$ cat src/rtl/cpu_mem_sequencer_if.sv
// ---------------------------------------------------------------------------
// cpu_mem_sequencer_if
//   Unified memory port between the sequencer (master) and the memory/bus
//   wrapper (slave). A transfer completes on a rising edge where
//   mem_req & mem_ready.
//
//   mem_req    master->slave  request valid
//   mem_we     master->slave  byte write strobes, all-zero = read
//   mem_addr   master->slave  request address
//   mem_wdata  master->slave  write data, lane-aligned
//   mem_rdata  slave->master  read data, valid in the ready cycle
//   mem_ready  slave->master  transfer completes this cycle
// ---------------------------------------------------------------------------
interface cpu_mem_sequencer_if #(
   parameter int AddrWidth   = 32,
   parameter int DataWidth   = 32,
   parameter int StrobeWidth = DataWidth / 8
);
   logic                   mem_req;
   logic [StrobeWidth-1:0] mem_we;
   logic [AddrWidth-1:0]   mem_addr;
   logic [DataWidth-1:0]   mem_wdata;
   logic [DataWidth-1:0]   mem_rdata;
   logic                   mem_ready;

   modport master (
      output mem_req, mem_we, mem_addr, mem_wdata,
      input  mem_rdata, mem_ready
   );

   modport slave (
      input  mem_req, mem_we, mem_addr, mem_wdata,
      output mem_rdata, mem_ready
   );
endinterface

$ cat src/rtl/cpu_mem_sequencer.sv
// ---------------------------------------------------------------------------
// cpu_mem_sequencer
//   Multi-cycle memory front end for a combinational RV32I datapath. Per
//   instruction: fetch over the unified port, hold the instruction for one
//   evaluate cycle, perform at most one data access, then pulse core_step so
//   the PC and register file update. A run of TimeoutCycles consecutive
//   not-ready cycles parks the sequencer in a sticky fault until reset.
//
//   clk              clock, all state on rising edge
//   rst              synchronous reset, active low
//   core_pc          fetch address from IF
//   core_instr       latched instruction for ID/EXE
//   core_data_req    current instruction needs a data access
//   core_data_we     byte strobes, all-zero = read
//   core_data_addr   data address from MemoryAccess
//   core_data_wdata  store data, lane-aligned
//   core_data_rdata  latched load data
//   core_step        one-cycle commit pulse
//   core_fault       sticky bus-timeout flag
//   mem              unified memory port (master side)
// ---------------------------------------------------------------------------
module cpu_mem_sequencer #(
   parameter int                   AddrWidth     = 32,
   parameter int                   DataWidth     = 32,
   parameter int                   StrobeWidth   = DataWidth / 8,
   parameter int                   TimeoutCycles = 255,
   parameter logic [DataWidth-1:0] NopInstr      = 32'h0000_0013
) (
   input  logic                   clk,
   input  logic                   rst,
   input  logic [AddrWidth-1:0]   core_pc,
   output logic [DataWidth-1:0]   core_instr,
   input  logic                   core_data_req,
   input  logic [StrobeWidth-1:0] core_data_we,
   input  logic [AddrWidth-1:0]   core_data_addr,
   input  logic [DataWidth-1:0]   core_data_wdata,
   output logic [DataWidth-1:0]   core_data_rdata,
   output logic                   core_step,
   output logic                   core_fault,
   cpu_mem_sequencer_if.master    mem
);

   // A zero timeout disables the fault; keep the counter at least one bit.
   localparam int CntW = (TimeoutCycles > 0) ? $clog2(TimeoutCycles + 1) : 1;

   typedef enum logic [2:0] {
      S_IDLE,
      S_FETCH,
      S_EXEC,
      S_DATA,
      S_COMMIT,
      S_FAULT
   } state_t;

   state_t                 state_q;
   logic                   req_q;
   logic                   step_q;
   logic                   fault_q;
   logic [DataWidth-1:0]   instr_q;
   logic [DataWidth-1:0]   rdata_q;
   logic [AddrWidth-1:0]   daddr_q;
   logic [StrobeWidth-1:0] dwe_q;
   logic [DataWidth-1:0]   dwdata_q;
   logic [CntW-1:0]        wait_q;
   logic [CntW-1:0]        wait_d;
   logic                   timeout_hit;

   assign wait_d = wait_q + 1'b1;

   // True on the last not-ready cycle that is still tolerated; a ready on
   // the same edge takes priority because it is tested first.
   assign timeout_hit = (TimeoutCycles != 0) && (wait_q == CntW'(TimeoutCycles - 1));

   // Bus fields come only from state and latched registers. The fetch address
   // is taken straight from core_pc because the PC register only advances on
   // the commit edge, so it is already the new PC when FETCH starts.
   assign mem.mem_req   = req_q;
   assign mem.mem_addr  = (state_q == S_FETCH) ? core_pc :
                          (state_q == S_DATA)  ? daddr_q : '0;
   assign mem.mem_we    = (state_q == S_DATA) ? dwe_q    : '0;
   assign mem.mem_wdata = (state_q == S_DATA) ? dwdata_q : '0;

   assign core_instr      = instr_q;
   assign core_data_rdata = rdata_q;
   assign core_step       = step_q;
   assign core_fault      = fault_q;

   always_ff @(posedge clk) begin
      if (!rst) begin
         state_q  <= S_IDLE;
         req_q    <= 1'b0;
         step_q   <= 1'b0;
         fault_q  <= 1'b0;
         instr_q  <= NopInstr;
         rdata_q  <= '0;
         daddr_q  <= '0;
         dwe_q    <= '0;
         dwdata_q <= '0;
         wait_q   <= '0;
      end else begin
         step_q <= 1'b0;
         case (state_q)
            S_IDLE: begin
               state_q <= S_FETCH;
               req_q   <= 1'b1;
               wait_q  <= '0;
            end
            S_FETCH: begin
               if (mem.mem_ready) begin
                  instr_q <= mem.mem_rdata;
                  req_q   <= 1'b0;
                  wait_q  <= '0;
                  state_q <= S_EXEC;
               end else if (timeout_hit) begin
                  req_q   <= 1'b0;
                  fault_q <= 1'b1;
                  state_q <= S_FAULT;
               end else begin
                  wait_q <= wait_d;
               end
            end
            S_EXEC: begin
               // Snapshot the request so the core may change its data-side
               // outputs freely while the access is outstanding.
               daddr_q  <= core_data_addr;
               dwe_q    <= core_data_we;
               dwdata_q <= core_data_wdata;
               if (core_data_req) begin
                  req_q   <= 1'b1;
                  wait_q  <= '0;
                  state_q <= S_DATA;
               end else begin
                  step_q  <= 1'b1;
                  state_q <= S_COMMIT;
               end
            end
            S_DATA: begin
               if (mem.mem_ready) begin
                  if (dwe_q == '0) begin
                     rdata_q <= mem.mem_rdata;
                  end
                  req_q   <= 1'b0;
                  wait_q  <= '0;
                  step_q  <= 1'b1;
                  state_q <= S_COMMIT;
               end else if (timeout_hit) begin
                  req_q   <= 1'b0;
                  fault_q <= 1'b1;
                  state_q <= S_FAULT;
               end else begin
                  wait_q <= wait_d;
               end
            end
            S_COMMIT: begin
               req_q   <= 1'b1;
               wait_q  <= '0;
               state_q <= S_FETCH;
            end
            S_FAULT: begin
               req_q   <= 1'b0;
               fault_q <= 1'b1;
            end
            default: begin
               req_q   <= 1'b0;
               state_q <= S_IDLE;
            end
         endcase
      end
   end

endmodule

$ cat src/flat_wrapper.sv
// flat-port wrapper written by rule: the top's interface ports become plain ports
module cpu_mem_sequencer_flat 
#(
   parameter int                   AddrWidth     = 32,
   parameter int                   DataWidth     = 32,
   parameter int                   StrobeWidth   = DataWidth / 8,
   parameter int                   TimeoutCycles = 255,
   parameter logic [DataWidth-1:0] NopInstr      = 32'h0000_0013
)
  (clk, rst, core_pc, core_instr, core_data_req, core_data_we, core_data_addr, core_data_wdata, core_data_rdata, core_step, core_fault, mem_mem_req, mem_mem_we, mem_mem_addr, mem_mem_wdata, mem_mem_rdata, mem_mem_ready);
  cpu_mem_sequencer_if #(.AddrWidth(AddrWidth), .DataWidth(DataWidth), .StrobeWidth(StrobeWidth)) mem_i ();
  input  logic clk;
  input  logic rst;
  input  logic [AddrWidth-1:0] core_pc;
  output logic [DataWidth-1:0] core_instr;
  input  logic core_data_req;
  input  logic [StrobeWidth-1:0] core_data_we;
  input  logic [AddrWidth-1:0] core_data_addr;
  input  logic [DataWidth-1:0] core_data_wdata;
  output logic [DataWidth-1:0] core_data_rdata;
  output logic core_step;
  output logic core_fault;
  output wire logic [$bits(mem_i.mem_req)-1:0] mem_mem_req;
  output wire logic [$bits(mem_i.mem_we)-1:0] mem_mem_we;
  output wire logic [$bits(mem_i.mem_addr)-1:0] mem_mem_addr;
  output wire logic [$bits(mem_i.mem_wdata)-1:0] mem_mem_wdata;
  input wire logic [$bits(mem_i.mem_rdata)-1:0] mem_mem_rdata;
  input wire logic [$bits(mem_i.mem_ready)-1:0] mem_mem_ready;
  assign mem_mem_req = mem_i.mem_req;
  assign mem_mem_we = mem_i.mem_we;
  assign mem_mem_addr = mem_i.mem_addr;
  assign mem_mem_wdata = mem_i.mem_wdata;
  assign mem_i.mem_rdata = mem_mem_rdata;
  assign mem_i.mem_ready = mem_mem_ready;
  cpu_mem_sequencer #(.AddrWidth(AddrWidth), .DataWidth(DataWidth), .StrobeWidth(StrobeWidth), .TimeoutCycles(TimeoutCycles), .NopInstr(NopInstr)) u_core (.clk(clk), .rst(rst), .core_pc(core_pc), .core_instr(core_instr), .core_data_req(core_data_req), .core_data_we(core_data_we), .core_data_addr(core_data_addr), .core_data_wdata(core_data_wdata), .core_data_rdata(core_data_rdata), .core_step(core_step), .core_fault(core_fault), .mem(mem_i));
endmodule
$ cat config.mk
export PLATFORM = sky130hd
export DESIGN_NAME = cpu_mem_sequencer_flat
export DESIGN_NICKNAME = d
export VERILOG_FILES = /design/src/rtl/cpu_mem_sequencer_if.sv /design/src/rtl/cpu_mem_sequencer.sv /design/src/flat_wrapper.sv
export SDC_FILE = /design/constraint.sdc
export NUM_CORES = 1
export LEC_CHECK = 0
export ABC_CLOCK_PERIOD_IN_PS = 2100
export BUFFER_PORTS_ARGS = -buffer_cell sky130_fd_sc_hd__buf_2
export CORE_ASPECT_RATIO = 0.75
export CORE_MARGIN = 1
export CORE_UTILIZATION = 40
export CTS_CLUSTER_SIZE = 40
export DETAILED_ROUTE_END_ITERATION = 6
export GPL_TIMING_DRIVEN = 0
export PLACE_DENSITY = 0.8
export SLEW_MARGIN = 20
export SYNTH_ARGS = -nofsm -noshare
export SYNTH_HDL_FRONTEND = slang
export SYNTH_SLANG_ARGS = --single-unit
$ cat constraint.sdc
create_clock -name clk -period 2.1 [get_ports clk]
set_input_delay 0 -clock clk [delete_from_list [all_inputs] [get_ports clk]]
set_output_delay 0 -clock clk [all_outputs]
set_load 0.02 [all_outputs]
; ---- Word level (Yosys, flattened, before mapping)
; Index checks and enable logic that the tools add are counted.
[word_totals]
register_bits = 146
input_bits = 136
out_inout_bits = 135
word_cells = 56
[op_classes]
n_addsub = 1
eq_ne = 11
mux = 23
n_reduce_logical = 11
[op_table]
columns = op, n
row1 = $mux W32, 3
row2 = $mux W8, 3
row3 = $pmux W8 S3, 1
row4 = $pmux W3 S5, 1
row5 = $mux W3, 4
row6 = $reduce_and A3 Y1, 3
row7 = $add A8 B1 Y8 const B, 1
row8 = $eq A8 B8 Y1 const B, 1
row9 = $mux W1, 7
row10 = $eq A3 B2 Y1 const B, 2
row11 = $eq A3 B3 Y1 const B, 2
row12 = $logic_not A4 Y1, 1
row13 = $mux W4, 1
row14 = $ne A2 B2 Y1 const B, 2
row15 = $pmux W1 S2, 2
row16 = $reduce_and A2 Y1, 2
row17 = $reduce_or A2 Y1, 2
row18 = $eq A3 B1 Y1 const B, 1
row19 = $logic_not A3 Y1, 1
row20 = $ne A3 B1 Y1 const B, 1
row21 = $ne A3 B3 Y1 const B, 1
row22 = $pmux W1 S3, 1
row23 = $reduce_bool A3 Y1, 1
row24 = $ne A2 B1 Y1 const B, 1
row25 = $reduce_bool A2 Y1, 1

; ---- Depth between registers and ports, before layout
; Gate-level depths: netlist of run 1.
[logic_depth]
depth_word = 4
depth_mapped = 7
mapped_depth_nobuf = 6

; ---- Least setup slack after synthesis of run 1
; No wires, ideal clock.
[synth_path]
path_type = reg2reg
startpoint = register u_core.wait_q[0]
endpoint = register u_core.wait_q[3]
setup_time_ps = 72
t_arrival_ps = 1632
slack_ps = 396
path_stages_with_launch = 8
path_buffers = 1
cell_sequence = dfxtp_1 inv_1 ha_1 and3_1 a32o_1 buf_6 or3_1 a21oi_1
[synth_between]
elab_chain_cells = 4
[synth_lines]
columns = element, line_no
row1 = from (decl), cpu_mem_sequencer.sv:64  ; logic [CntW-1:0] wait_q;
row2 = from (signal assigned), cpu_mem_sequencer.sv:119  ; wait_q <= wait_d;
row3 = from (signal assigned), cpu_mem_sequencer.sv:151  ; wait_q <= wait_d;
row4 = $add A8 B1 Y8, cpu_mem_sequencer.sv:68  ; assign wait_d = wait_q + 1'b1;
row5 = $mux W8, "cpu_mem_sequencer.sv:114, cpu_mem_sequencer.sv:146"
row6 = $mux W8, cpu_mem_sequencer.sv:109  ; if (mem.mem_ready) begin
row7 = $pmux W8 S3, cpu_mem_sequencer.sv:102  ; case (state_q)
; Parallel ways exist; a longest one is shown, timed or not. The select of a mux whose other input is x is not followed.
; A chain may end at the register's enable or synchronous reset.

; ---- Final worst setup path of run 1
[layout_path]
startpoint = register u_core.state_q[2]
endpoint = register u_core.instr_q[21] (netlist: u_core.core_instr[21])
[layout_between]
elab_chain_cells = 2
[layout_lines]
columns = element, line_no
row1 = from (decl), cpu_mem_sequencer.sv:55  ; state_t state_q;
row2 = from (signal assigned), cpu_mem_sequencer.sv:90  ; state_q <= S_IDLE;
row3 = from (signal assigned), cpu_mem_sequencer.sv:104  ; state_q <= S_FETCH;
row4 = from (signal assigned), cpu_mem_sequencer.sv:113  ; state_q <= S_EXEC;
row5 = $eq A3 B1 Y1, cpu_mem_sequencer.sv:102
row6 = $reduce_and A2 Y1 (no line), n/a
row7 = to (signal assigned), cpu_mem_sequencer.sv:94  ; instr_q <= NopInstr;
row8 = to (signal assigned), cpu_mem_sequencer.sv:110  ; instr_q <= mem.mem_rdata;
row9 = to (decl), cpu_mem_sequencer.sv:59  ; logic [DataWidth-1:0] instr_q;
; No other way between the ends.

==> impl_results.md, run 1 <==
* DRT Wirelength at around 22 mm
* CP arrival at roughly 2.4 ns
* Initial antenna violation count at 0
* Status: complete, no violations
* Dpl hpwl at 14.2 mm
* #FFs+latches synth at roughly 150
* Via count at about 6900
* FMAX at 489 MHz
* Port bufs at between 200 and 300
* Pin count of the biggest net entering global routing at 17
* Clock Root Buffer: clkbuf_16
* IO Pins at 271
* Final setup viols at 0
* Ys flop type: dfxtp_1
* Final Hold Vio Count at 0
* Least-Margin Pin Slew at 0.663 ns
* Ys async rst share at 0%
* Slew HR at 55.8%
* Cell Rows at 38
* Syn avg cell area at between 8 and 9 sq um
* Worst skew pair latency at 0.42 ns
* Post-DR wirelength/cell at approximately 16 um
* DR iter-0 viols at 366
* # DRC at 0
* Psw at 1.93 mW
* Post-DR vias/cell at approximately 5.1
* PD cells at slightly below 800 nW/um^2
* Leakage power at around 4.5 nW
* Share of layout cells above drive strength 1 at about 29%
* CTS Buffer Depth at 2
* Pre-CTS WS at -0.0378 ns
* Die Area at between 15000 and 20000 sq um
* Initial Util at between 40% and 50%
* Placement Cell Area at about 7600 sq um
* Worst setup SP type: flip-flop
* # clock sinks at ~150
* CTS Buf Count at 17
* Critical Path End Type: flip-flop
* Slew Limit Fails at 0
* Worst Hold Class: in2reg
* Yosys cell types at ~40
* First-pass GRT wire length at about 33 mm
* Post-CTS Setup Bufs at 0
* TritonRoute pass-1 iters at 5
* Seq pwr share at a little over 40%
* Int Power at 5.24 mW
* CTS tree: done
* Req. time, crit path at about 2.4 ns
* Fin area at between 9000 and 10000 sq um
* Mapped Area at a little over 6000 sq um
* Sequential share of the synthesized area at 48.4%
* Max-Cap Viols at 0
* Worst-path clk slew at ~0.070 ns
* Total GRT Usage at a little over a quarter
* Switching share of power at 26.9%
* Cell count after synthesis at between 700 and 800
* EDFF count, synth at 0
* Fin crit share at 97.4%
* GPL Wtd Cong at 0.876
* H-tree level count at 4
* Comb pwr share at between 10 and 15%
* DIE WIDTH at between 100 and 150 um
* Final-stage net count at 1278
* Unrepaired setup endpoints after global routing: yes
* Vias in the first global route at roughly 6700
* Core ar. at between 10000 and 15000 sq um
* # diodes at 0
* Slack of the critical path at 0.0554 ns
* Synthesis Warnings at 0
* Critical path peak fanout at 10
* Post-DRT Antenna Nets at 0
* Syn Nets at between 800 and 900
* Die Height at 108 um
* WS Path Type: reg2reg
* Clk network pwr share at between 40% and 50%
* Maximum clock skew at final layout at a little over 0.01 ns
* Peak VDD IR at between 0.5 and 0.6 mV
* GRT overflow at 0
* P&R area growth vs syn at 54.2%
* Final min period at a little over 2 ns
what timing repair did:
| item | in CTS | in global routing |
|---|---|---|
| hold endpoints to repair | 135 | 0 |
| pin swaps | 0 | 0 |
| endpoints found under the setup margin | 80 | 68 |
| gates resized for setup | 9 | 14 |
| hold buffers | 102 | 0 |
routing by layer:
metal | global-route usage, % | vias to the layer above | share of wire [%]
li1 | - | 3277 | -
met1 | 31.4 | 3173 | 41
met2 | 46.7 | 345 | 48
met3 | 6.91 | 64 | 7.1
met4 | 15.8 | 0 | 3.7
met5 | 0 | - | 0
Yosys cell counts, drive strengths merged, types with 2 or more instances:
cell	count	area (sq um)
nor3	4	25.0
nor3b	2	20.0
nand3	9	45.0
or3	5	31.3
nand2b	2	12.5
ha	2	25.0
buf	15	87.6
o211a	2	20.0
inv	5	18.8
or3b	2	17.5
o21ai	7	35.0
nand2	207	777
mux2i	64	641
nand4	2	12.5
clkbuf	47	176
and3	37	231
nor2	69	259
a21oi	107	536
dfxtp	146	2920
path summary, 6_finish.rpt:
kind | start | cells past startpoint | slack, ns | endpoint
worst min register to register | u_core.core_instr[31] | 2 | 0.45 | u_core.core_instr[31]
worst min-delay path | mem_mem_ready | 3 | 0.05 | u_core.core_step
worst max register to register | u_core.state_q[2] | 5 | 0.06 | u_core.core_instr[21]
worst max-delay path | u_core.state_q[2] | 5 | 0.06 | u_core.core_instr[21]
through the flow:
stage	TNS [ns]	instances	total power [mW]	hold slack (ns)	utilization (%)
final	0	1353	7.17	0.0481	63.8
after global routing	-1.17	1353	7.43	0.0496	63.8
after CTS	0	1353	7.17	0.0186	63.7
after detailed placement	-0.262	1220	3.80	0.232	52.3
after global placement	0	1220	3.79	0.229	52.3
after floorplan	0	752	3.44	0.124	-
critical path, cell delays in order (launching register included):
cell and delay (ns):
dfxtp_1 0.35, nand2b_1 0.37, nor3_4 0.38, clkbuf_1 0.45
nand2_1 0.17, a21oi_1 0.22
area by class of cell:
class	count	area [sq um]
buffer	61	284
clock buffer	18	439
clock inverter	14	193
fill	1218	5290
inverter	5	18.8
multi-input combinational	539	2840
sequential	146	2920
tap	200	250
timing repair buffer	370	2360
power by group through the flow:
stage	Clock (mW)	Sequential (mW)	Combinational [mW]
final	3.25	2.90	1.02
after global routing	3.41	2.91	1.10
after CTS	3.28	2.90	0.990
after detailed placement	0	2.96	0.834
after global placement	0	2.96	0.824
after floorplan	0	3.01	0.429
cells in the final DEF (no fill, tap or decap), types with 3 or more instances in the layout:
master         count
nor3_1             3
dfxtp_1          146
clkinv_4           3
a21oi_1          107
nand2_1          207
inv_1              4
o21ai_0            7
clkbuf_2           6
or3_1              5
dlygate4sd3_1    102
nor2_1            69
mux2i_1           64
clkbuf_16         17
bufinv_16          3
nand3_1            9
and3_1            37
buf_2            279
inv_6              4
clkbuf_4           3
inv_8              3
clkbuf_1          36
state kept, by name, indices dropped and copies added, names as in the netlist:
register,count
u_core.wait_q,8
u_core.core_data_rdata,32
u_core.mem.mem_req,1
u_core.state_q,3
u_core.dwdata_q,32
u_core.daddr_q,32
u_core.dwe_q,4
u_core.core_fault,1
u_core.core_instr,32
u_core.core_step,1
cells by family after synthesis:
logic type                 Yosys count  synth area share [%]
AOI/OAI and AO/OA                  129                  11.5
xor gates and xnor gates             1                 0.145
adders and majority gates            2                 0.415
buffers and inverters               67                  4.68
DFF                                146                  48.4
muxes                               64                  10.6
and+or+nand+nor                    343                  24.2
No activity file was read; power rests on OpenSTA's default activity.
==> inputs of run 2 (changes only) <==
Settings changed: CORE_UTILIZATION 40 to 35, CTS_BUF_LIST set to sky130_fd_sc_hd__clkbuf_8, PLACE_DENSITY 0.8 to 0.72.
==> run 2 against run 1 <==
Final area is 2.2% lower; count of clock-buffer cells in the layout fell by 1; register-to-register slack better by 0.08 ns; power is 15% lower; largest power group is now registers.
==> impl_results.md, run 2 (synthesis results as in run 1) <==
* H-tree level count at 4 (unchanged)
* Clock Root Buffer: clkbuf_8
* Fill count at 1565 (+28%)
* Worst-path clk slew at 0.09 ns (+0.02 ns)
* Status: complete, no violations
* Min-Delay Endpoint: u_core.dwdata_q[30]
* Int Power at 4.26 mW (-19%)
* DR iter-0 viols at 386 (+5.5%)
* Hold Crit Start: core_data_wdata[30]
* CTS Buf Count at 17 (unchanged)
* CP max stage cell: dfxtp_1
* Slew HR at 56.7% (+0.88 points)
* CP bufs+invs at 3 (+2)
* Initial antenna violation count at 0 (unchanged)
* WS Path Type: reg2out
* Share of layout cells above drive strength 1 at 28.9% (+0.17 points)
* Final min period at 2.00 ns (-0.0426 ns)
* Initial Util at 35.9% (-5.5 points)
* Port bufs at 268 (unchanged)
* R2r endpoint: u_core.core_data_rdata[16]
* Req. time, crit path at 2.10 ns (-0.33 ns)
* First-pass GRT wire length at 32.1 mm (-2.1%)
* Seq pwr share at 47.8% (+7.3 points)
* Post-Layout Cell Count at 1368 (+1.1%)
* Pre-CTS WS at -0.0767 ns (-0.0389 ns)
* Dpl cells at 1235 (+1.2%)
* Critical Path End Type: output port
* Top delay family on crit path: buffers and inverters
* Peak VDD IR at 0.410 mV (-26%)
* Core ar. at 16800 sq um (+15%)
* GRT overflow at 0 (unchanged)
* Die Area at 17800 sq um (+14%)
* Die Height at 116 um (+6.8%)
* # clock sinks at 146 (unchanged)
* Crit path from: u_core.state_q[0]
* Worst setup SP type: flip-flop
* Max-Cap Viols at 0 (unchanged)
* Slew Limit Fails at 0 (unchanged)
* Fin crit share at 95.3% (-2.0 points)
* Post-DR wirelength/cell at 15.5 um (-3.4%)
* Final setup viols at 0 (unchanged)
* Critical path peak fanout at 10 (unchanged)
* Worst skew pair latency at 0.44 ns (+0.02 ns)
* DIE WIDTH at 154 um (+6.8%)
* TritonRoute pass-1 iters at 5 (unchanged)
* Final-stage net count at 1278 (unchanged)
* Final Hold Vio Count at 0 (unchanged)
* Maximum clock skew at final layout at 0.0194 ns (+0.00910 ns)
* # diodes at 0 (unchanged)
* # DRC at 0 (unchanged)
* PD cells at 668 nW/um^2 (-13%)
* Leakage power at 4.35 nW (-2.6%)
* Post-CTS Setup Bufs at 0 (unchanged)
* Post-DR vias/cell at 4.86 (-4.1%)
* Slack of the critical path at 0.0980 ns (+0.0426 ns)
* Worst flop-to-flop path startpoint: u_core.state_q[0]
* Commonest non-fill, non-tap cell in the layout: buf_2
* Pin count of the biggest net entering global routing at 17 (unchanged)
* Final Power at 6.08 mW (-15%)
* CTS tree: done
* Setup_tns at 0 ns (unchanged)
* Vias in the first global route at 6254 (-6.8%)
* IO Pins at 271 (unchanged)
* Fin area at 9100 sq um (-2.2%)
* Max incr delay on CP at 0.37 ns (-0.08 ns)
* Placement Cell Area at 7650 sq um (+0.25%)
* DRT Wirelength at 21.2 mm (-2.4%)
* Comb pwr share at 16.7% (+2.5 points)
* Worst-case hold slack at 0.331 ns (+0.283 ns)
* FMAX at 499 MHz (+2.1%)
* Post-DRT Antenna Nets at 0 (unchanged)
* Unrepaired setup endpoints after global routing: no
* Most frequent cells in the layout: buf_2 (277), nand2_1 (207), dfxtp_1 (146)
* Crit path cell chain: clkbuf_4, nor2b_4, clkbuf_1, and3_1, buf_2
* R2R cell count at 6 (+1)
* Worst Hold Class: in2reg
* CP arrival at 2.00 ns (-0.37 ns)
* Clk network pwr share at 35.6% (-9.7 points)
* Via count at 6648 (-3.1%)
* CTS Buffer Depth at 2 (unchanged)
* Cell Rows at 41 (+7.9%)
* Hold Path Depth at 4 (+1)
* GPL Wtd Cong at 0.832 (-5.0%)
* Final core occ at 54.1% (-9.7 points)
* Least-Margin Pin Slew at 0.649 ns (-0.0131 ns)
* Switching share of power at 29.8% (+3.0 points)
* Dpl hpwl at 14.7 mm (+3.2%)
* Reg2Reg Setup Slack at 0.14 ns (+0.08 ns)
* Total GRT Usage at 23.2% (-4.2 points)
* Psw at 1.81 mW (-5.9%)
* P&R area growth vs syn at 50.8%
==> run 2: how the worst max path moves through the flow <==
stage / end / slack, ns / cells after the start
6_report: mem_mem_wdata[5] / 0.1 / 5
3_5_place_dp: mem_mem_wdata[14] / -0.08 / 6
2_1_floorplan: u_core.wait_q[3] / 0.40 / 7
5_1_grt: mem_mem_wdata[24] / 0.01 / 6
3_3_place_gp: mem_mem_wdata[22] / -0.06 / 6
4_1_cts: u_core.core_instr[23] / 0.00003 / 6
==> run 2: area by class of cell <==
type	count	area, sq um	share of cell area, %
Inverter	5	18.8	0.206
Multi-Input combinational cell	539	2850	31.3
Sequential cell	146	2920	32.1
Timing Repair Buffer	371	2370	26.1
Tap cell	215	269	2.95
Buffer	60	289	3.17
Clock inverter	15	146	1.61
Clock buffer	17	234	2.57
==> run 2: power by group through the flow <==
stage	registers [mW]	clock network [mW]	logic, mW
2_1_floorplan	3.01	0	0.429
3_3_place_gp	2.96	0	0.826
3_5_place_dp	2.97	0	0.836
4_1_cts	2.90	2.21	0.995
5_1_grt	2.91	2.34	1.10
6_report	2.90	2.16	1.01
==> run 2: metal layers <==
metal  up-vias  wire, um  global-route usage, %
met5         -         0                      0
li1       3282         -                      -
met1      3095      9360                   28.9
met2       252     10100                   39.9
met4         0       289                   6.93
met3        19      1470                   6.02
==> run 2: timing repair <==
action                     4_1_cts  5_1_grt
resized for setup               11       21
setup endpoints to repair       93       95
hold buffers                   103        0
hold endpoints to repair       137        0
==> run 2: tightest hold or removal path: stages <==
cell	delay, ns
dlygate4sd3_1	0.52
buf_2	0.12
nand2_1	0.04
a21oi_1	0.05
